### src/rtl/isa_pkg.sv
// Shared constants and types for the instruction-memory loader.
package isa_pkg;

    localparam int unsigned N              = 32;
    localparam int unsigned DEPTH          = 32;
    localparam int unsigned AW             = $clog2(DEPTH);
    localparam int unsigned BYTES_PER_WORD = N / 8;

    // Loader control states
    typedef enum logic [2:0] {
        S_IDLE    = 3'd0,
        S_H_BASE  = 3'd1,
        S_H_CNT   = 3'd2,
        S_PAYLOAD = 3'd3,
        S_CSUM    = 3'd4,
        S_DONE    = 3'd5,
        S_ERR     = 3'd6
    } loader_state_e;

    // Frame field order on the host link: BASE, COUNT, payload, CSUM
    typedef enum logic [1:0] {
        FLD_BASE    = 2'd0,
        FLD_COUNT   = 2'd1,
        FLD_PAYLOAD = 2'd2,
        FLD_CSUM    = 2'd3
    } frame_field_e;

endpackage

### src/rtl/byte_word_packer.sv
// Assembles big-endian W-bit words from a byte stream (first byte is MSB).
module byte_word_packer #(
    parameter int unsigned W = 32
) (
    input  logic         clk,
    input  logic         rst_n,
    input  logic         i_clr,
    input  logic         i_en,
    input  logic [7:0]   i_byte,
    output logic [W-1:0] o_word_next_c,
    output logic         o_word_done_c,
    output logic         o_word_ready
);

    localparam int unsigned BYTES = W / 8;
    localparam int unsigned CW    = $clog2(BYTES);

    logic [W-1:0]  r_word;
    logic [CW-1:0] r_cnt;
    logic          r_word_ready;

    // Word as it will look once the current byte is shifted in
    assign o_word_next_c = {r_word[W-9:0], i_byte};
    assign o_word_done_c = i_en && (r_cnt == CW'(BYTES - 1));
    assign o_word_ready  = r_word_ready;

    // Shift register, byte counter and one-cycle word_ready pulse
    always_ff @(posedge clk) begin
        if (!rst_n) begin
            r_word       <= '0;
            r_cnt        <= '0;
            r_word_ready <= 1'b0;
        end else if (i_clr) begin
            r_word       <= '0;
            r_cnt        <= '0;
            r_word_ready <= 1'b0;
        end else begin
            r_word_ready <= o_word_done_c;
            if (i_en) begin
                r_word <= o_word_next_c;
                r_cnt  <= r_cnt + CW'(1);
            end
        end
    end

endmodule

### src/rtl/instr_loader.sv
// Writer side of the instruction RAM: framed byte stream -> word writes.
module instr_loader
    import isa_pkg::*;
(
    input  logic          clk,
    input  logic          rst_n,
    input  logic          start,
    input  logic [7:0]    byte_in,
    input  logic          byte_valid,
    output logic          byte_ready,
    output logic          mem_we,
    output logic [AW-1:0] mem_addr,
    output logic [N-1:0]  mem_wdata,
    output logic          cpu_stall,
    output logic          done,
    output logic          error,
    output logic [AW:0]   words_loaded
);

    loader_state_e r_state;
    logic          r_byte_ready;
    logic          r_cpu_stall;
    logic          r_done;
    logic          r_error;
    logic [AW:0]   r_words;
    logic [AW-1:0] r_mem_addr;
    logic [N-1:0]  r_mem_wdata;
    logic [7:0]    r_base_byte;
    logic [AW:0]   r_count;
    logic [7:0]    r_csum;

    logic          w_xfer;
    logic          w_start_acc;
    logic          w_pk_en;
    logic [N-1:0]  w_word_next;
    logic          w_word_done;
    logic          w_word_ready;
    logic [AW+1:0] w_span;
    logic          w_cnt_bad;
    logic          w_last_word;

    assign w_xfer      = byte_valid && r_byte_ready;
    assign w_start_acc = start && ((r_state == S_IDLE) || (r_state == S_DONE) || (r_state == S_ERR));
    assign w_pk_en     = w_xfer && (r_state == S_PAYLOAD);

    // Header range check: base must be in range and the span must fit memory
    assign w_span    = (AW+2)'(r_base_byte[AW-1:0]) + (AW+2)'(byte_in[AW:0]);
    assign w_cnt_bad = (byte_in == 8'd0) || (byte_in > 8'(DEPTH)) ||
                       (r_base_byte >= 8'(DEPTH)) || (w_span > (AW+2)'(DEPTH));
    assign w_last_word = ((r_words + (AW+1)'(1)) == r_count);

    byte_word_packer #(.W(N)) u_packer (
        .clk           (clk),
        .rst_n         (rst_n),
        .i_clr         (w_start_acc),
        .i_en          (w_pk_en),
        .i_byte        (byte_in),
        .o_word_next_c (w_word_next),
        .o_word_done_c (w_word_done),
        .o_word_ready  (w_word_ready)
    );

    assign byte_ready   = r_byte_ready;
    assign mem_we       = w_word_ready;
    assign mem_addr     = r_mem_addr;
    assign mem_wdata    = r_mem_wdata;
    assign cpu_stall    = r_cpu_stall;
    assign done         = r_done;
    assign error        = r_error;
    assign words_loaded = r_words;

    // Frame FSM with registered status, write port and checksum
    always_ff @(posedge clk) begin
        if (!rst_n) begin
            r_state      <= S_IDLE;
            r_byte_ready <= 1'b0;
            r_cpu_stall  <= 1'b0;
            r_done       <= 1'b0;
            r_error      <= 1'b0;
            r_words      <= '0;
            r_mem_addr   <= '0;
            r_mem_wdata  <= '0;
            r_base_byte  <= '0;
            r_count      <= '0;
            r_csum       <= '0;
        end else begin
            case (r_state)
                S_IDLE, S_DONE, S_ERR: begin
                    if (w_start_acc) begin
                        r_state      <= S_H_BASE;
                        r_done       <= 1'b0;
                        r_error      <= 1'b0;
                        r_words      <= '0;
                        r_csum       <= '0;
                        r_byte_ready <= 1'b1;
                        r_cpu_stall  <= 1'b1;
                    end
                end
                S_H_BASE: begin
                    if (w_xfer) begin
                        r_base_byte <= byte_in;
                        r_state     <= S_H_CNT;
                    end
                end
                S_H_CNT: begin
                    if (w_xfer) begin
                        r_count <= byte_in[AW:0];
                        if (w_cnt_bad) begin
                            r_state      <= S_ERR;
                            r_error      <= 1'b1;
                            r_byte_ready <= 1'b0;
                            r_cpu_stall  <= 1'b0;
                        end else begin
                            r_state <= S_PAYLOAD;
                        end
                    end
                end
                S_PAYLOAD: begin
                    if (w_xfer) begin
                        r_csum <= r_csum ^ byte_in;
                        if (w_word_done) begin
                            r_mem_addr  <= r_base_byte[AW-1:0] + r_words[AW-1:0];
                            r_mem_wdata <= w_word_next;
                            r_words     <= r_words + (AW+1)'(1);
                            if (w_last_word) begin
                                r_state <= S_CSUM;
                            end
                        end
                    end
                end
                S_CSUM: begin
                    if (w_xfer) begin
                        r_byte_ready <= 1'b0;
                        r_cpu_stall  <= 1'b0;
                        if (byte_in == r_csum) begin
                            r_state <= S_DONE;
                            r_done  <= 1'b1;
                        end else begin
                            r_state <= S_ERR;
                            r_error <= 1'b1;
                        end
                    end
                end
                default: begin
                    r_state      <= S_IDLE;
                    r_byte_ready <= 1'b0;
                    r_cpu_stall  <= 1'b0;
                end
            endcase
        end
    end

endmodule

### config.mk
export PLATFORM = sky130hd
export DESIGN_NAME = instr_loader
export DESIGN_NICKNAME = d
export VERILOG_FILES = /design/src/rtl/isa_pkg.sv /design/src/rtl/byte_word_packer.sv /design/src/rtl/instr_loader.sv
export SDC_FILE = /design/constraint.sdc
export NUM_CORES = 1
export LEC_CHECK = 0
export CORE_ASPECT_RATIO = 1.1
export CORE_MARGIN = 10
export CORE_UTILIZATION = 35
export DETAILED_ROUTE_END_ITERATION = 16
export DONT_BUFFER_PORTS = 1
export PLACE_DENSITY = 0.52
export SETUP_SLACK_MARGIN = 0.1
export SLEW_MARGIN = 10
export SYNTH_ARGS = -nofsm -noshare
export SYNTH_HDL_FRONTEND = slang
export SYNTH_HIERARCHICAL = 1
export SYNTH_SLANG_ARGS = --single-unit
### constraint.sdc
create_clock -name clk -period 2.4 [get_ports clk]
set_input_delay 0.48 -clock clk [delete_from_list [all_inputs] [get_ports clk]]
set_output_delay 0.48 -clock clk [all_outputs]
set_load 0.05 [all_outputs]
==> results.cfg <==
[setup_path]
cp-end-kind = flop
critPathMaxFanout = 29
cp.arrival_ns = 2.39
critPathKind = flop to flop
start_kind = flop
crit_required_ns = 2.68

[finish]
mostFrequentLayoutCell = dfxtp_1
layout_common_cells = dfxtp_1, nand2_1, nor2_1, a21oi_1, mux2i_1
area_delta_synth_final_pct = 10.4
drive_gt1_frac = 0.114
antenna_cells = 0
finalNetCount = 574

[floorplan]
die_w_um = 130
core_area_um2 = 13200
rows = 44
die-area_um2 = 18400
initial_core_util = 0.356
die_y_um = 141
boundaryPins = 60

[synthesis]
seq_area_frac_synth = 0.419
yosys_warnings = 6
synthesis.nets = 577
synth.area.top_cells = dfxtp_1, nand2_1, mux2i_1, a21oi_1, nor2_1
synth_top_area_frac = 0.419
yosys.area.top_type = dfxtp_1
avgSynthCellArea_um2 = 8.48
ys_seq_elements = 98
synth_cells = 552
synth_edf_count = 0
async_reset_ff_frac = 0
ys.flop_type = dfxtp_1
synth.distinct_cells = 61
synthesis.area_um2 = 4680

[grt]
antenna_found_initial = 0
grt_first_pass_wirelength_mm = 19.6
grt_usage = 0.134
grt_start_max_net_pins = 44
grt_pass1_vias = 3641
grt_overflow_total = 0

[detailed_routing]
antenna_left = 0
vias_per_cell = 5.23
drt_pass1_iterations = 4
drc = 0
wl_per_cell_um = 16.8
wirelength_mm = 12.0
vias = 3738
drtIter0Drc = 161

[sta]
tightest_slew_ns = 0.620
fmax_ghz = 0.474
final_hold_viol_count = 0
slew_violations = 0
maxSlewHeadroom = 0.586
rsz0062_at_grt = no
timing.final.ws_setup_ns = 0.292
period_needed_ns = 2.11
setup_viol = 0
tns_ns = 0
period_share = 0.878
hold_slack_ns = 0.259
fin_worst_skew_ns = 0.00665

[clock_tree]
hold_buffers = 0
cts_tree = yes
cts_buffer_depth = 2
htree_levels = 3
clock_latency_ns = 0.35
post_cts_buffers = 0
clk_pin_slew_ns = 0.08
cts-root-buf = clkbuf_16
cts_buffers = 9
clkSinkCount = 98

[place]
routabilityCongestion = 0.830
port_buffers = 0
hpwl_mm = 8.55
post-place-ws_ns = -0.0294

[job]
drv_cap = 0

[power_and_ir_drop]
seq_power_share = 0.441
p_clk_frac = 0.363
irDropWorstVdd_mv = 0.406
p_per_area_nw_per_um2 = 771
p_int_mw = 2.69
power_switching_mw = 1.29
p_sw_frac = 0.325
p_comb_frac = 0.196
p_leak_nw = 1.89

[run_status]
status = finished, final reports clean

[hold_path]
holdCritPathClass = input port to flop
[flip-flops by register name, indices dropped and copies added, names as in the netlist]
| name | count |
|---|---|
| mem_addr | 5 |
| error | 1 |
| cpu_stall | 1 |
| u_packer/r_word | 24 |
| r_state | 3 |
| r_base_byte | 8 |
| u_packer/r_cnt | 2 |
| r_count | 6 |
| words_loaded | 6 |
| done | 1 |
| r_csum | 8 |
| u_packer/o_word_ready | 1 |
| mem_wdata | 32 |
[power by group through the flow]
| stage | Sequential [mW] | Combinational, mW | Clock (mW) |
|---|---|---|---|
| finish | 1.76 | 0.782 | 1.45 |
| detailed placement | 1.80 | 0.778 | 0 |
| CTS | 1.76 | 0.782 | 1.49 |
| global placement | 1.80 | 0.773 | 0 |
| global route | 1.76 | 0.862 | 1.56 |
| floorplan | 1.81 | 0.611 | 0 |
[cell families after synthesis]
group                    after synthesis  synth area share
multiplexers                          30            0.0641
adder cells (fa/ha/maj)               13            0.0379
flip-flops                            98             0.419
AND/OR/NAND/NOR                      222             0.217
AO/OA/AOI/OAI                        121             0.164
XOR/XNOR                              15            0.0281
buffers and inverters                 53            0.0697
[worst max-delay path: stages (launching register included)]
cell	delay, ns
dfxtp_1	0.40
nand3b_4	0.14
nor2_4	0.12
buf_4	0.43
nand2_1	0.35
or3_1	0.43
a21oi_1	0.16
[repair_timing]
action                     in CTS  in global routing
pin swaps                       0                  0
setup endpoints to repair       1                  4
hold endpoints to repair        0                  0
gates resized for setup         1                  5
[stage by stage]
step / power, mW / util / std cells / area [µm²]
final: 3.99 / 0.393 / 715 / 5170
after floorplan: 2.43 / - / 552 / 4690
after detailed placement: 2.57 / 0.368 / 699 / 4840
after global placement: 2.57 / 0.368 / 699 / 4840
after global routing: 4.19 / 0.393 / 715 / 5170
after CTS: 4.03 / 0.391 / 715 / 5150
[layout make-up]
| type | count | area (µm²) |
|---|---|---|
| clock buffers | 9 | 225 |
| clock inverters | 7 | 73.8 |
| fillers | 1336 | 7990 |
| inverters | 14 | 66.3 |
| multi-input cells | 401 | 2420 |
| flip-flops and latches | 98 | 1970 |
| well taps | 161 | 201 |
| repair buffers | 25 | 213 |
[Yosys cell counts (all sizes together) (2+ instances only)]
| master | instances |
|---|---|
| fa | 2 |
| buf | 30 |
| nand4 | 4 |
| a22oi | 8 |
| xor2 | 7 |
| nand3 | 14 |
| nand2b | 23 |
| xnor2 | 8 |
| or3 | 2 |
| a221oi | 2 |
| a31oi | 3 |
| dfxtp | 98 |
| o211ai | 3 |
| clkbuf | 9 |
| nor3b | 3 |
| mux2i | 30 |
| nand2 | 87 |
| nor4 | 2 |
| nor2 | 73 |
| o31ai | 2 |
| nor2b | 2 |
| a21o | 4 |
| a21oi | 56 |
| a211oi | 4 |
| a311oi | 3 |
| nor3 | 3 |
| inv | 13 |
| o2111ai | 2 |
| nand3b | 3 |
| and2 | 3 |
| ha | 11 |
| o21ai | 24 |
[per-layer routing]
layer	track usage	routed length [µm]	up-vias
li1	-	-	1884
met1	0.160	5200	1752
met2	0.227	5820	87
met3	0.0376	815	15
met4	0.0415	165	0
met5	0	0	-
[path summary, 6_finish.rpt]
| kind | slack, ns | start | cells past startpoint | end |
|---|---|---|---|---|
| min reg2reg | 0.46 | u_packer/r_word[21] | 2 | mem_wdata[29] |
| min | 0.26 | rst_n | 1 | r_state[1] |
| max reg2reg | 0.29 | r_state[0] | 6 | words_loaded[3] |
| max | 0.29 | r_state[0] | 6 | words_loaded[3] |
Power figures use the tool's default switching activity.
